`src/rtl/relay_seq_pkg.sv`:
```
// Shared constants, state type and instruction length codes for the relay sequencer.
// Optional single-step support is selected by SEQ_SINGLE_STEP_EN in relay_sequencer.sv.
package relay_seq_pkg;

  localparam int unsigned MAX_STATES   = 24;
  localparam int unsigned FETCH_STATES = 8;
  localparam int unsigned IDX_W        = 5;

  typedef enum logic [1:0] {
    IDLE,
    RUN,
    HALTED
  } seq_state_t;

  // Instruction lengths the decoder drives onto inst_len
  localparam logic [IDX_W-1:0] LEN_8  = IDX_W'(8);
  localparam logic [IDX_W-1:0] LEN_10 = IDX_W'(10);
  localparam logic [IDX_W-1:0] LEN_12 = IDX_W'(12);
  localparam logic [IDX_W-1:0] LEN_14 = IDX_W'(14);
  localparam logic [IDX_W-1:0] LEN_24 = IDX_W'(24);

endpackage

```
`src/rtl/seq_phase_decode.sv`:
```
// Registered binary-to-one-hot phase decode plus fetch flag; both read zero outside RUN.
module seq_phase_decode #(
  parameter int unsigned MaxStates   = 24,
  parameter int unsigned FetchStates = 8,
  parameter int unsigned IdxW        = 5
) (
  input  logic                 clk_i,
  input  logic                 rst_ni,
  input  logic                 run_i,
  input  logic [IdxW-1:0]      idx_i,
  output logic [MaxStates-1:0] fsm_out_o,
  output logic                 fetch_phase_o
);

  logic [MaxStates-1:0] onehot_d, onehot_q;
  logic                 fetch_d, fetch_q;

  always_comb begin
    onehot_d = '0;
    for (int k = 0; k < MaxStates; k++) begin
      onehot_d[k] = run_i && (idx_i == IdxW'(k));
    end
    fetch_d = run_i && (idx_i < IdxW'(FetchStates));
  end

  always_ff @(posedge clk_i) begin
    if (!rst_ni) begin
      onehot_q <= '0;
      fetch_q  <= 1'b0;
    end else begin
      onehot_q <= onehot_d;
      fetch_q  <= fetch_d;
    end
  end

  assign fsm_out_o     = onehot_q;
  assign fetch_phase_o = fetch_q;

endmodule

```
`src/rtl/relay_sequencer.sv`:
```
// Relay computer phase sequencer: fetch + variable execute tail, run/halt control.
// Define SEQ_SINGLE_STEP_EN to add step_mode/step inputs for manual phase stepping.
module relay_sequencer #(
  parameter int unsigned MaxStates   = relay_seq_pkg::MAX_STATES,
  parameter int unsigned FetchStates = relay_seq_pkg::FETCH_STATES,
  parameter int unsigned IdxW        = relay_seq_pkg::IDX_W
) (
  input  logic                 clock,
  input  logic                 reset,
`ifdef SEQ_SINGLE_STEP_EN
  input  logic                 step_mode,
  input  logic                 step,
`endif
  input  logic                 run,
  input  logic                 resume,
  input  logic [IdxW-1:0]      inst_len,
  input  logic                 halt_req,
  output logic [MaxStates-1:0] fsm_out,
  output logic [IdxW-1:0]      state_idx,
  output logic                 fetch_phase,
  output logic                 inst_done,
  output logic                 halted,
  output logic                 len_err
);
  import relay_seq_pkg::*;

  localparam logic [IdxW-1:0] FetchLen  = IdxW'(FetchStates);
  localparam logic [IdxW-1:0] FetchLast = IdxW'(FetchStates - 1);
  localparam logic [IdxW-1:0] MaxLen    = IdxW'(MaxStates);

  seq_state_t      state_q, state_d;
  logic [IdxW-1:0] idx_q, idx_d;
  logic [IdxW-1:0] len_q, len_d;
  logic            len_err_q, len_err_d;
  logic            halt_pend_q, halt_pend_d;

  logic            in_run, advance, len_ok, at_latch, last, exec_halt, halt_now;
  logic [IdxW-1:0] eff_len;

`ifdef SEQ_SINGLE_STEP_EN
  assign advance = !step_mode || step;
`else
  assign advance = 1'b1;
`endif

  always_comb begin
    in_run    = (state_q == RUN);
    len_ok    = (inst_len >= FetchLen) && (inst_len <= MaxLen) && !inst_len[0];
    at_latch  = in_run && (idx_q == FetchLast);
    // The length sampled at the end of fetch already governs that same state's done check
    eff_len   = at_latch ? (len_ok ? inst_len : MaxLen) : len_q;
    last      = in_run && (idx_q == eff_len - IdxW'(1));
    exec_halt = in_run && halt_req && (idx_q >= FetchLen);
    halt_now  = halt_pend_q || exec_halt;
  end

  always_comb begin
    state_d     = state_q;
    idx_d       = idx_q;
    len_d       = len_q;
    len_err_d   = len_err_q;
    halt_pend_d = halt_pend_q || exec_halt;
    case (state_q)
      IDLE: begin
        if (run) begin
          state_d = RUN;
          idx_d   = '0;
        end
      end
      RUN: begin
        if (advance) begin
          if (at_latch) begin
            len_d = eff_len;
            if (!len_ok) len_err_d = 1'b1;
          end
          if (last) begin
            idx_d       = '0;
            halt_pend_d = 1'b0;
            if (halt_now) begin
              state_d = HALTED;
            end else if (!run) begin
              state_d = IDLE;
            end
          end else begin
            idx_d = idx_q + IdxW'(1);
          end
        end
      end
      HALTED: begin
        idx_d = '0;
        if (resume) state_d = run ? RUN : IDLE;
      end
      default: begin
        state_d = IDLE;
        idx_d   = '0;
      end
    endcase
  end

  always_ff @(posedge clock) begin
    if (!reset) begin
      state_q     <= IDLE;
      idx_q       <= '0;
      len_q       <= MaxLen;
      len_err_q   <= 1'b0;
      halt_pend_q <= 1'b0;
    end else begin
      state_q     <= state_d;
      idx_q       <= idx_d;
      len_q       <= len_d;
      len_err_q   <= len_err_d;
      halt_pend_q <= halt_pend_d;
    end
  end

  seq_phase_decode #(
    .MaxStates  (MaxStates),
    .FetchStates(FetchStates),
    .IdxW       (IdxW)
  ) u_phase_decode (
    .clk_i        (clock),
    .rst_ni       (reset),
    .run_i        (state_d == RUN),
    .idx_i        (idx_d),
    .fsm_out_o    (fsm_out),
    .fetch_phase_o(fetch_phase)
  );

  assign state_idx = idx_q;
  assign inst_done = last;
  assign halted    = (state_q == HALTED);
  assign len_err   = len_err_q;

endmodule
```
`config.mk`:
```
export PLATFORM = sky130hd
export DESIGN_NAME = relay_sequencer
export DESIGN_NICKNAME = d
export VERILOG_FILES = /design/src/rtl/relay_seq_pkg.sv /design/src/rtl/seq_phase_decode.sv /design/src/rtl/relay_sequencer.sv
export SDC_FILE = /design/constraint.sdc
export NUM_CORES = 1
export LEC_CHECK = 0
export ABC_AREA = 1
export BUFFER_PORTS_ARGS = -buffer_cell sky130_fd_sc_hd__buf_2
export CAP_MARGIN = 5
export CORE_MARGIN = 2
export CORE_UTILIZATION = 51
export CTS_BUF_LIST = sky130_fd_sc_hd__clkbuf_4 sky130_fd_sc_hd__clkbuf_8 sky130_fd_sc_hd__clkbuf_16
export DETAILED_ROUTE_END_ITERATION = 8
export HOLD_SLACK_MARGIN = 0.05
export PLACE_DENSITY_LB_ADDON = 0.25
export SLEW_MARGIN = 25
export SYNTH_ARGS = -nofsm -noshare
export SYNTH_HDL_FRONTEND = slang
export SYNTH_SLANG_ARGS = --single-unit
```
`constraint.sdc`:
```
create_clock -name clock -period 3.33 [get_ports clock]
set_clock_uncertainty 0.1 [all_clocks]
set_input_delay 0.1665 -clock clock [delete_from_list [all_inputs] [get_ports clock]]
set_output_delay 0.1665 -clock clock [all_outputs]
set_load 0.1 [all_outputs]
```
==> results.py <==
metrics = {
    "synth": {
        "yosysUniqueCellTypes": 26,
        "syn_avg_cell_area_sq_um": 7.49,
        "synth_seq_area_share_pct": 47.0,
        "synth_top_flop_cell": "dfxtp_1",
        "ys_seq_elements": 39,
        "synth_top_cell_by_area": "dfxtp_1",
        "yosysTopAreaCellShare_pct": 47.0,
        "syn-num-nets": 234,
        "netlist_area_sq_um": 1660,
        "yosys_warnings": 0,
        "syn_inst": 222,
        "ys_async_sr_fraction_pct": 0,
        "synthTopCellsByArea": "dfxtp_1 47%, nand2_1 12%, nor2_1 9.9%",
        "synth_edf_count": 0,
    },
    "routing": {
        "drt-initial-drc-count": 67,
        "dr.pass1.iters": 4,
        "drtAntennaViolNets": 0,
        "drt-total-wl_microns": 3330,
        "drc": 0,
        "drt-vias-per-instance": 4.70,
        "via_count": 1490,
        "wire_per_inst_microns": 10.5,
    },
    "critical_path": {
        "crit_slowest_cell": "dfxtp_2",
        "cp_top_family": "simple AND/OR/NAND/NOR gates",
        "crit_required_ns": 3.06,
        "critical_path.endpoint_type": "output port",
        "worstSetupStartpoint": "state_idx[0]",
        "cp_num_buf_inv": 1,
        "cp_common_cell": "nor2_4",
        "r2r_start": "state_idx[0]",
        "cp-start-kind": "flip-flop",
        "slowest_delay_ns": 0.39,
        "critical_path_class": "flip-flop to output port",
        "crit_chain": "ha_1 -> nand2_2 -> nor2_4 -> nand2_4 -> nor2_1 -> nor2_4 -> ha_1 -> xnor2_1 -> nor2_1 -> nand2_1 -> nor2_2 -> nand2_4 -> nor2_4 -> clkbuf_4",
        "cp_max_fo": 10,
        "cp.arrival_ns": 2.81,
    },
    "placed_design": {
        "placed_cells": 307,
        "gp_congestion": 0.839,
        "hpwlAfterDp_microns": 2520,
        "port_buffers": 42,
    },
    "die": {
        "start_util_pct": 54.0,
        "rows": 20,
        "io_pins": 43,
        "coreArea_sq_um": 3080,
        "die_w_microns": 61.1,
        "fp.dieH_microns": 61.1,
        "die-area_sq_um": 3730,
    },
    "timing": {
        "fmax_ghz": 0.325,
        "timing.hold.ws_ns": 0.114,
        "finalSetupTns_ns": 0,
        "finalCriticalPeriod_ns": 3.08,
        "finalSetupViolCount": 0,
        "fin_crit_sh_pct": 92.4,
        "finalHoldViolCount": 0,
        "worst_slew_margin_rel_pct": 62.7,
        "tightest_slew_ns": 0.556,
        "grt_setup_unrepaired": "false",
        "slew_viol_final": 0,
    },
    "outcome": {
        "run_status": "complete, no violations",
    },
    "clock_network": {
        "post-cts-setup-buffers": 0,
        "path_clk_slew_ns": 0.11,
        "clkLatencyLatePin_ns": 0.34,
        "clockRootBuffer": "clkbuf_4",
        "cts_buffers": 5,
        "clkSinkCount": 39,
        "cts_max_level": 2,
        "clk_path_buf_depth": 2,
        "cts_tree": "yes",
    },
    "power_and_ir_drop": {
        "power.total_uw": 798,
        "irDropWorstVdd_mv": 0.279,
        "p_leak_nw": 1.04,
        "power_density_nw_per_um2": 396,
    },
    "finish": {
        "layout.nets": 284,
        "instances_no_fill": 317,
        "drive_above_1_share_pct": 30.0,
        "n_antenna_cell": 0,
        "syn2layout_area_growth_pct": 21.2,
        "final_cell_mix": "53 x nand2_1, 43 x nor2_1, 41 x buf_2",
        "final_common_cell": "nand2_1",
    },
    "global_routing": {
        "grt_antenna_before_repair": 0,
        "grt_max_degree": 13,
        "grt_overflow": 0,
        "grt.total_usage_pct": 20.6,
        "grt_pass1_vias": 1323,
        "grt_pass1_wl_microns": 5660,
    },
    "min_path": {
        "hold_class": "input port to flip-flop",
        "hp-start": "inst_len[0]",
    },
    "flow_run": {
        "cap_violations": 0,
    },
}
-- worst reg2reg max path: stages, from the launching register on --
cell and delay (ns):
dfxtp_2 0.39, ha_1 0.21, nand2_2 0.09, nor2_4 0.14
nand2_4 0.11, nor2_1 0.22, nor2_4 0.06, ha_1 0.28
xnor2_1 0.13, nor2_1 0.09, nand2_1 0.06, nor2_2 0.14
nand2_4 0.11, nand3_1 0.11, nand2_2 0.09, nor2_2 0.18
nand2_1 0.11, nor2_1 0.11
-- final timing paths --
path / slack [ns] / depth (start not counted) / to
worst max-delay path: 0.25 / 14 / inst_done
worst min register to register: 0.41 / 2 / len_q[0]
worst min-delay path: 0.11 / 5 / len_q[4]
worst max register to register: 0.54 / 17 / u_phase_decode.fsm_out_o[13]
-- sequential cells by signal, summed over array words and instances (netlist names) --
name and cells:
u_phase_decode.fetch_phase_o 1, u_phase_decode.fsm_out_o 24, state_idx 5, len_q 5, len_err 1, state_q 2, halt_pend_q 1
-- cell type report --
type                       count  area [sq um]
timing repair buffer          44           233
fill                         287          1060
inverter                      27           101
clock buffer                   6          45.0
sequential                    39           785
multi-input combinational    155           785
tap                           44          55.1
clock inverter                 2          12.5
-- power by group --
group / internal [mW] / switching, mW / total, mW
clock network: 0.0896 / 0.148 / 0.237
logic: 0.0193 / 0.0663 / 0.0855
registers: 0.472 / 0.00336 / 0.475
total: 0.580 / 0.217 / 0.798
-- metal layers --
layer / global-route usage [%] / wire (microns)
met1: 25.2 / 1580
met2: 34.0 / 1510
met3: 5.88 / 193
met4: 8.07 / 42
met5: 0 / 0
-- metrics by stage --
step / util (%) / setup slack, ns / instance area [sq um]
2_1_floorplan: - / 0.0322 / 1670
5_1_grt: 65.5 / 0.0387 / 2020
3_3_place_gp: 62.9 / 0.593 / 1940
3_5_place_dp: 62.9 / 0.527 / 1940
6_report: 65.5 / 0.253 / 2020
4_1_cts: 65.4 / 0.148 / 2010
-- cell usage after synthesis (3+ instances only) --
| library cell | instances |
|---|---|
| nand3_1 | 11 |
| nor2_2 | 6 |
| nand3_2 | 3 |
| nor2_4 | 3 |
| nand2_1 | 53 |
| nor2_1 | 44 |
| dfxtp_1 | 39 |
| xor2_1 | 4 |
| nand2_2 | 9 |
| a21oi_1 | 4 |
| nand2_4 | 3 |
| inv_1 | 24 |
-- timing repair --
item / CTS / global route
resized for setup: 0 / 1
endpoints found under the hold margin: 4 / 0
endpoints found under the setup margin: 0 / 1
hold buffers: 2 / 0
-- logic make-up after synthesis --
kind of cell | share of synthesized area, %
AND/OR/NAND/NOR | 38.1
flip-flops | 47.0
buffers and inverters | 6.32
AO/OA/AOI/OAI | 4.44
XOR/XNOR | 2.63
adder cells (fa/ha/maj) | 1.50
No activity file was read; power rests on OpenSTA's default activity.
